===== src/rtl/parc_core_reorder_buffer_if.sv =====
// Handshake and data bundle between the PARC pipeline and its reorder buffer.
// The master side is the pipeline (decode/writeback/bypass); the slave side is the ROB.
interface parc_core_reorder_buffer_if #(
    parameter int p_data_nbits = 32
);
    logic                    rob_alloc_req_val;
    logic                    rob_alloc_req_rdy;
    logic [4:0]              rob_alloc_req_preg;
    logic [3:0]              rob_alloc_resp_slot;
    logic                    rob_fill_val;
    logic [3:0]              rob_fill_slot;
    logic [p_data_nbits-1:0] rob_fill_data;
    logic                    rob_flush;
    logic                    rob_commit_wen;
    logic [3:0]              rob_commit_slot;
    logic [4:0]              rob_commit_rf_waddr;
    logic [p_data_nbits-1:0] rob_commit_rf_wdata;
    logic [3:0]              rob_byp0_slot;
    logic [p_data_nbits-1:0] rob_byp0_data;
    logic [3:0]              rob_byp1_slot;
    logic [p_data_nbits-1:0] rob_byp1_data;

    modport master (
        output rob_alloc_req_val, rob_alloc_req_preg,
        output rob_fill_val, rob_fill_slot, rob_fill_data,
        output rob_flush, rob_byp0_slot, rob_byp1_slot,
        input  rob_alloc_req_rdy, rob_alloc_resp_slot,
        input  rob_commit_wen, rob_commit_slot, rob_commit_rf_waddr, rob_commit_rf_wdata,
        input  rob_byp0_data, rob_byp1_data
    );

    modport slave (
        input  rob_alloc_req_val, rob_alloc_req_preg,
        input  rob_fill_val, rob_fill_slot, rob_fill_data,
        input  rob_flush, rob_byp0_slot, rob_byp1_slot,
        output rob_alloc_req_rdy, rob_alloc_resp_slot,
        output rob_commit_wen, rob_commit_slot, rob_commit_rf_waddr, rob_commit_rf_wdata,
        output rob_byp0_data, rob_byp1_data
    );
endinterface


===== src/rtl/parc_core_reorder_buffer.sv =====
// In-order commit reorder buffer for the PARC core. Slots are handed out at the
// tail, filled out of order by writeback, and retired one per cycle from the head.
// Entry data is deliberately left unreset; only the valid/pending bookkeeping is.
module parc_core_reorder_buffer #(
    parameter int p_entries    = 16,
    parameter int p_data_nbits = 32
) (
    input  logic                         clk,
    input  logic                         reset,
    parc_core_reorder_buffer_if.slave    rob
);
    localparam logic [4:0] c_full = 5'(p_entries);

    logic [p_entries-1:0]    valid_q,   valid_d;
    logic [p_entries-1:0]    pending_q, pending_d;
    logic [3:0]              head_q,    head_d;
    logic [3:0]              tail_q,    tail_d;
    logic [4:0]              count_q,   count_d;
    logic [4:0]              preg_q [p_entries];
    logic [p_data_nbits-1:0] data_q [p_entries];

    logic alloc_rdy;
    logic alloc_fire;
    logic fill_fire;
    logic commit_fire;

    // Rdy looks only at registered count, so a full buffer stays blocked even
    // in the cycle its head retires.
    assign alloc_rdy   = (count_q != c_full) && !rob.rob_flush;
    assign alloc_fire  = rob.rob_alloc_req_val && alloc_rdy;
    assign fill_fire   = rob.rob_fill_val && valid_q[rob.rob_fill_slot] && !rob.rob_flush;
    assign commit_fire = valid_q[head_q] && !pending_q[head_q] && !rob.rob_flush;

    assign rob.rob_alloc_req_rdy   = alloc_rdy;
    assign rob.rob_alloc_resp_slot = tail_q;
    assign rob.rob_commit_wen      = commit_fire;
    assign rob.rob_commit_slot     = head_q;
    assign rob.rob_commit_rf_waddr = preg_q[head_q];
    assign rob.rob_commit_rf_wdata = data_q[head_q];
    assign rob.rob_byp0_data       = data_q[rob.rob_byp0_slot];
    assign rob.rob_byp1_data       = data_q[rob.rob_byp1_slot];

    // Next-state for the bookkeeping: flush wins; otherwise fill, commit and allocate
    // act together. Alloc at tail never collides with commit at head because the
    // tail slot is always invalid whenever an allocation can fire.
    always_comb begin
        valid_d   = valid_q;
        pending_d = pending_q;
        head_d    = head_q;
        tail_d    = tail_q;
        count_d   = count_q;
        if (rob.rob_flush) begin
            valid_d   = '0;
            pending_d = '0;
            tail_d    = head_q;
            count_d   = '0;
        end else begin
            if (fill_fire) begin
                pending_d[rob.rob_fill_slot] = 1'b0;
            end
            if (commit_fire) begin
                valid_d[head_q] = 1'b0;
                head_d          = head_q + 4'd1;
            end
            if (alloc_fire) begin
                valid_d[tail_q]   = 1'b1;
                pending_d[tail_q] = 1'b1;
                tail_d            = tail_q + 4'd1;
            end
            case ({alloc_fire, commit_fire})
                2'b10:   count_d = count_q + 5'd1;
                2'b01:   count_d = count_q - 5'd1;
                default: count_d = count_q;
            endcase
        end
    end

    // Bookkeeping registers; reset drops every entry asynchronously.
    always_ff @(posedge clk or posedge reset) begin
        if (reset) begin
            valid_q   <= '0;
            pending_q <= '0;
            head_q    <= '0;
            tail_q    <= '0;
            count_q   <= '0;
        end else begin
            valid_q   <= valid_d;
            pending_q <= pending_d;
            head_q    <= head_d;
            tail_q    <= tail_d;
            count_q   <= count_d;
        end
    end

    // Entry payload storage: destination on allocate, result on fill.
    always_ff @(posedge clk) begin
        if (alloc_fire) begin
            preg_q[tail_q] <= rob.rob_alloc_req_preg;
        end
        if (fill_fire) begin
            data_q[rob.rob_fill_slot] <= rob.rob_fill_data;
        end
    end
endmodule


===== src/flat_wrapper.sv =====
// flat-port wrapper written by rule: the top's interface ports become plain ports
module parc_core_reorder_buffer_flat 
#(
    parameter int p_entries    = 16,
    parameter int p_data_nbits = 32
)
  (clk, reset, rob_rob_alloc_req_val, rob_rob_alloc_req_preg, rob_rob_fill_val, rob_rob_fill_slot, rob_rob_fill_data, rob_rob_flush, rob_rob_byp0_slot, rob_rob_byp1_slot, rob_rob_alloc_req_rdy, rob_rob_alloc_resp_slot, rob_rob_commit_wen, rob_rob_commit_slot, rob_rob_commit_rf_waddr, rob_rob_commit_rf_wdata, rob_rob_byp0_data, rob_rob_byp1_data);
  parc_core_reorder_buffer_if #(.p_data_nbits(p_data_nbits)) rob_i ();
  input  logic clk;
  input  logic reset;
  input wire logic [$bits(rob_i.rob_alloc_req_val)-1:0] rob_rob_alloc_req_val;
  input wire logic [$bits(rob_i.rob_alloc_req_preg)-1:0] rob_rob_alloc_req_preg;
  input wire logic [$bits(rob_i.rob_fill_val)-1:0] rob_rob_fill_val;
  input wire logic [$bits(rob_i.rob_fill_slot)-1:0] rob_rob_fill_slot;
  input wire logic [$bits(rob_i.rob_fill_data)-1:0] rob_rob_fill_data;
  input wire logic [$bits(rob_i.rob_flush)-1:0] rob_rob_flush;
  input wire logic [$bits(rob_i.rob_byp0_slot)-1:0] rob_rob_byp0_slot;
  input wire logic [$bits(rob_i.rob_byp1_slot)-1:0] rob_rob_byp1_slot;
  output wire logic [$bits(rob_i.rob_alloc_req_rdy)-1:0] rob_rob_alloc_req_rdy;
  output wire logic [$bits(rob_i.rob_alloc_resp_slot)-1:0] rob_rob_alloc_resp_slot;
  output wire logic [$bits(rob_i.rob_commit_wen)-1:0] rob_rob_commit_wen;
  output wire logic [$bits(rob_i.rob_commit_slot)-1:0] rob_rob_commit_slot;
  output wire logic [$bits(rob_i.rob_commit_rf_waddr)-1:0] rob_rob_commit_rf_waddr;
  output wire logic [$bits(rob_i.rob_commit_rf_wdata)-1:0] rob_rob_commit_rf_wdata;
  output wire logic [$bits(rob_i.rob_byp0_data)-1:0] rob_rob_byp0_data;
  output wire logic [$bits(rob_i.rob_byp1_data)-1:0] rob_rob_byp1_data;
  assign rob_i.rob_alloc_req_val = rob_rob_alloc_req_val;
  assign rob_i.rob_alloc_req_preg = rob_rob_alloc_req_preg;
  assign rob_i.rob_fill_val = rob_rob_fill_val;
  assign rob_i.rob_fill_slot = rob_rob_fill_slot;
  assign rob_i.rob_fill_data = rob_rob_fill_data;
  assign rob_i.rob_flush = rob_rob_flush;
  assign rob_i.rob_byp0_slot = rob_rob_byp0_slot;
  assign rob_i.rob_byp1_slot = rob_rob_byp1_slot;
  assign rob_rob_alloc_req_rdy = rob_i.rob_alloc_req_rdy;
  assign rob_rob_alloc_resp_slot = rob_i.rob_alloc_resp_slot;
  assign rob_rob_commit_wen = rob_i.rob_commit_wen;
  assign rob_rob_commit_slot = rob_i.rob_commit_slot;
  assign rob_rob_commit_rf_waddr = rob_i.rob_commit_rf_waddr;
  assign rob_rob_commit_rf_wdata = rob_i.rob_commit_rf_wdata;
  assign rob_rob_byp0_data = rob_i.rob_byp0_data;
  assign rob_rob_byp1_data = rob_i.rob_byp1_data;
  parc_core_reorder_buffer #(.p_entries(p_entries), .p_data_nbits(p_data_nbits)) u_core (.clk(clk), .reset(reset), .rob(rob_i));
endmodule

===== config.mk =====
export PLATFORM = sky130hd
export DESIGN_NAME = parc_core_reorder_buffer_flat
export DESIGN_NICKNAME = d
export VERILOG_FILES = /design/src/rtl/parc_core_reorder_buffer_if.sv /design/src/rtl/parc_core_reorder_buffer.sv /design/src/flat_wrapper.sv
export SDC_FILE = /design/constraint.sdc
export NUM_CORES = 1
export LEC_CHECK = 0
export BUFFER_PORTS_ARGS = -buffer_cell sky130_fd_sc_hd__buf_2
export CORE_ASPECT_RATIO = 0.7
export CORE_MARGIN = 2
export CORE_UTILIZATION = 62
export DETAILED_ROUTE_END_ITERATION = 6
export GPL_ROUTABILITY_DRIVEN = 0
export GPL_TIMING_DRIVEN = 1
export PLACE_DENSITY_LB_ADDON = 0.3
export SETUP_SLACK_MARGIN = 0.4
export SYNTH_ARGS = -nofsm -noshare
export SYNTH_HDL_FRONTEND = slang
export SYNTH_SLANG_ARGS = --single-unit
export TNS_END_PERCENT = 30

===== constraint.sdc =====
create_clock -name clk -period 3.5 [get_ports clk]
set_clock_uncertainty 0.15 [all_clocks]
set_input_delay 0.35 -clock clk [delete_from_list [all_inputs] [get_ports clk]]
set_output_delay 0.35 -clock clk [all_outputs]
set_load 0.02 [all_outputs]

==> results.py <==
metrics = {
    "global_route": {
        "grt_pass1_vias": 19800,
        "antenna_found_initial": 1,
        "grt_overflow_total": 0,
        "grt_max_degree": 56,
        "grt_usage": 0.348,
        "grt_first_pass_wirelength_um": 136000,
    },
    "hold_path": {
        "hp-class": "input pin to flop",
        "hold_end": "u_core.count_q[0]",
        "hold_start": "rob_rob_alloc_req_val",
        "hold_path_depth": 4,
    },
    "route": {
        "vias_per_cell": 7.84,
        "drt_wl_total_um": 92300,
        "detailroute.via_count": 19300,
        "wl_per_cell_um": 37.5,
        "ant_nets": 0,
        "drc": 0,
        "firstDrtPassIters": 5,
        "drt_iter0_markers": 3125,
    },
    "floorplanning": {
        "pin_count": 165,
        "start_util": 0.624,
        "die_y_um": 195,
        "num_rows": 70,
        "fp.dieW_um": 277,
        "core_um2": 51900,
        "die_area_um2": 54200,
    },
    "clock_tree": {
        "clk_latency_ps": 640,
        "cts_max_level": 2,
        "cts_buffers": 61,
        "cts.clk_slew.worst_paths_ps": 70,
        "cts_tree": "yes",
        "clock_sinks": 637,
        "clockBufferDepth": 3,
        "cts_root_buffer": "clkbuf_16",
    },
    "logic_synthesis": {
        "yosysWarnings": 0,
        "synth_xor_area_frac": 0.00212,
        "ys_seq_area_frac": 0.583,
        "synthArstFlopShare": 0.0706,
        "syn-cell-area_um2": 32400,
        "synth_cells": 1500,
        "synth_top_area_frac": 0.548,
        "syn-num-nets": 1566,
        "synth_seq_cells": 637,
        "synthFlopType": "edfxtp_1",
        "synth_top_family_by_area": "multiplexers",
        "synth_edf_count": 592,
        "synth_commonest_cells": "edfxtp_1 (592), mux4_2 (513), clkbuf_1 (65), dfrtp_1 (45), buf_2 (40)",
        "yosysMostFrequentCell": "edfxtp_1",
        "ys_types": 42,
        "synth_area_per_cell_um2": 21.6,
        "synth-compound-area-share": 0.0129,
        "synth_top_cell_by_area": "edfxtp_1",
        "synthMuxAreaShare": 0.361,
        "synthSimpleGateAreaFrac": 0.0155,
        "synthTopCellsByArea": "edfxtp_1 (55%), mux4_2 (36%), dfrtp_1 (3.5%), clkbuf_1 (0.75%), buf_2 (0.62%)",
        "synth-adder-area-share": 0.00486,
    },
    "sta": {
        "relSlewSlack": 0.434,
        "fin_setup_tns_ps": 0,
        "fin_crit_ps": 3300,
        "hold_viol": 0,
        "tightest_slew_ps": 849,
        "setup_viol": 0,
        "drv_slew": 0,
        "fmax_mhz": 303,
        "rsz0062_at_grt": "true",
        "min_period_over_period": 0.943,
    },
    "worst_setup_path": {
        "cp_data_arrival_time_ps": 2800,
        "worstPathMaxFanout": 7,
        "ff2ff_path_depth": 13,
        "critPathCaptureType": "output pin",
        "start_kind": "flop",
        "r2r_start": "u_core.rob.rob_commit_slot[0]",
        "regToRegEndpoint": "u_core.count_q[4]",
        "required_ps": 3000,
        "path_class": "flop to output pin",
        "r2r_slack_ps": 240,
    },
    "job": {
        "max_cap_viol_count": 0,
    },
    "pwr": {
        "max-vdd-ir-drop_v": 0.000553,
        "leakage_uw": 0.0124,
        "p_per_area_nw_per_um2": 630,
    },
    "finish": {
        "final_nets": 1792,
        "syn_to_final_growth_pct": 16.5,
        "final_area_um2": 37800,
        "final_util": 0.727,
        "drive_above_1_share": 0.496,
    },
    "placement": {
        "io_buffers": 164,
        "hpwl_um": 50300,
        "dpl_cell_area_um2": 34500,
    },
    "run_status": {
        "status": "finished, final reports clean",
    },
}
## metrics by stage
step           worst slack (ps)  total power [uW]  hold WS (ps)  std cells
6_report                    200             23800           145       2463
5_1_grt                     154             24400           184       2461
4_1_cts                     181             23400           129       2452
3_5_place_dp                306             15400           276       2283
3_3_place_gp                342             15400           266       2283
2_1_floorplan               295             13500           299       1500
## final cells by class
type / count / area, um2
tap: 684 / 856
fill: 2869 / 14200
inverter: 26 / 101
timing repair buffer: 290 / 2740
sequential: 637 / 18900
clock inverter: 37 / 557
antenna: 2 / 5.00
clock buffer: 77 / 1630
multi-input combinational: 710 / 13000
## kinds of logic (layout without fill, tap and decap cells)
group,Yosys count,after routing
buf+inv,153,430
compound gates,66,66
mux,525,525
fa+ha+maj,12,12
simple gates,100,100
other cells,0,2
flops,637,637
xor+xnor,7,7
## sequential cells by signal, summed over array words and instances (netlist names)
signal	flops
u_core.rob.rob_commit_slot	4
u_core.data_q	512
u_core.pending_q	16
u_core.count_q	5
u_core.rob.rob_alloc_resp_slot	4
u_core.preg_q	80
u_core.valid_q	16
## cell usage in the layout (no fill, tap or decap), types with 7 or more instances in the layout
cell type | Yosys | final
clkinv_1 | 0 | 12
mux2i_1 | 11 | 11
clkbuf_16 | 0 | 67
buf_12 | 0 | 28
bufinv_16 | 0 | 14
inv_1 | 25 | 22
nand2_1 | 16 | 15
clkbuf_1 | 65 | 13
dfrtp_1 | 45 | 42
buf_4 | 4 | 38
buf_16 | 0 | 13
a311oi_1 | 17 | 17
edfxtp_1 | 592 | 592
nand3_1 | 15 | 15
mux4_2 | 513 | 513
dlygate4sd3_1 | 0 | 39
ha_1 | 11 | 11
buf_6 | 4 | 22
nand2b_1 | 7 | 7
buf_2 | 40 | 140
o21ai_0 | 19 | 19
clkinv_2 | 0 | 8
a21oi_1 | 21 | 21
nor2_1 | 33 | 17
nor2_4 | 0 | 16
nor2b_1 | 12 | 12
## power breakdown
part | internal (uW) | leakage (uW) | switching [uW]
registers | 8450 | 0.00593 | 158
logic | 3940 | 0.00544 | 3980
clock network | 4320 | 0.00106 | 2940
total | 16700 | 0.0124 | 7080
## worst max-delay path, stage by stage, from the launching register on
cell and delay [ps]:
dfrtp_4 470, buf_16 190, buf_12 140, buf_16 130, mux4_2 510, mux4_2 530
buf_2 190
## layer usage
layer  vias up  part of all wire  track usage  wire, um
met4         0             0.040        0.128      3670
met2      1651              0.49        0.552     45400
li1       7218                 -            -         -
met5         -                 0            0         0
met3       265              0.12       0.0725     11000
met1     10200              0.35        0.491     32200
## repair_timing
action | 4_1_cts | 5_1_grt
hold buffers | 39 | 0
endpoints found under the hold margin | 614 | 0
buffers inserted | 7 | 4
gates cloned | 9 | 5
gates resized for setup | 35 | 26
setup endpoints to repair | 38 | 39
## how the worst max path moves through the flow
stage / startpoint / end / cells past startpoint
floorplan: rob_rob_fill_slot[0] / u_core.data_q[7][0] / 6
global placement: u_core.rob.rob_commit_slot[1] / u_core.count_q[4] / 12
detailed placement: u_core.rob.rob_commit_slot[1] / u_core.count_q[4] / 12
CTS: u_core.rob.rob_commit_slot[0] / rob_rob_commit_rf_wdata[15] / 6
global route: u_core.rob.rob_commit_slot[0] / rob_rob_commit_rf_wdata[5] / 6
finish: u_core.rob.rob_commit_slot[0] / rob_rob_commit_rf_wdata[23] / 6
Power figures use the tool's default switching activity.
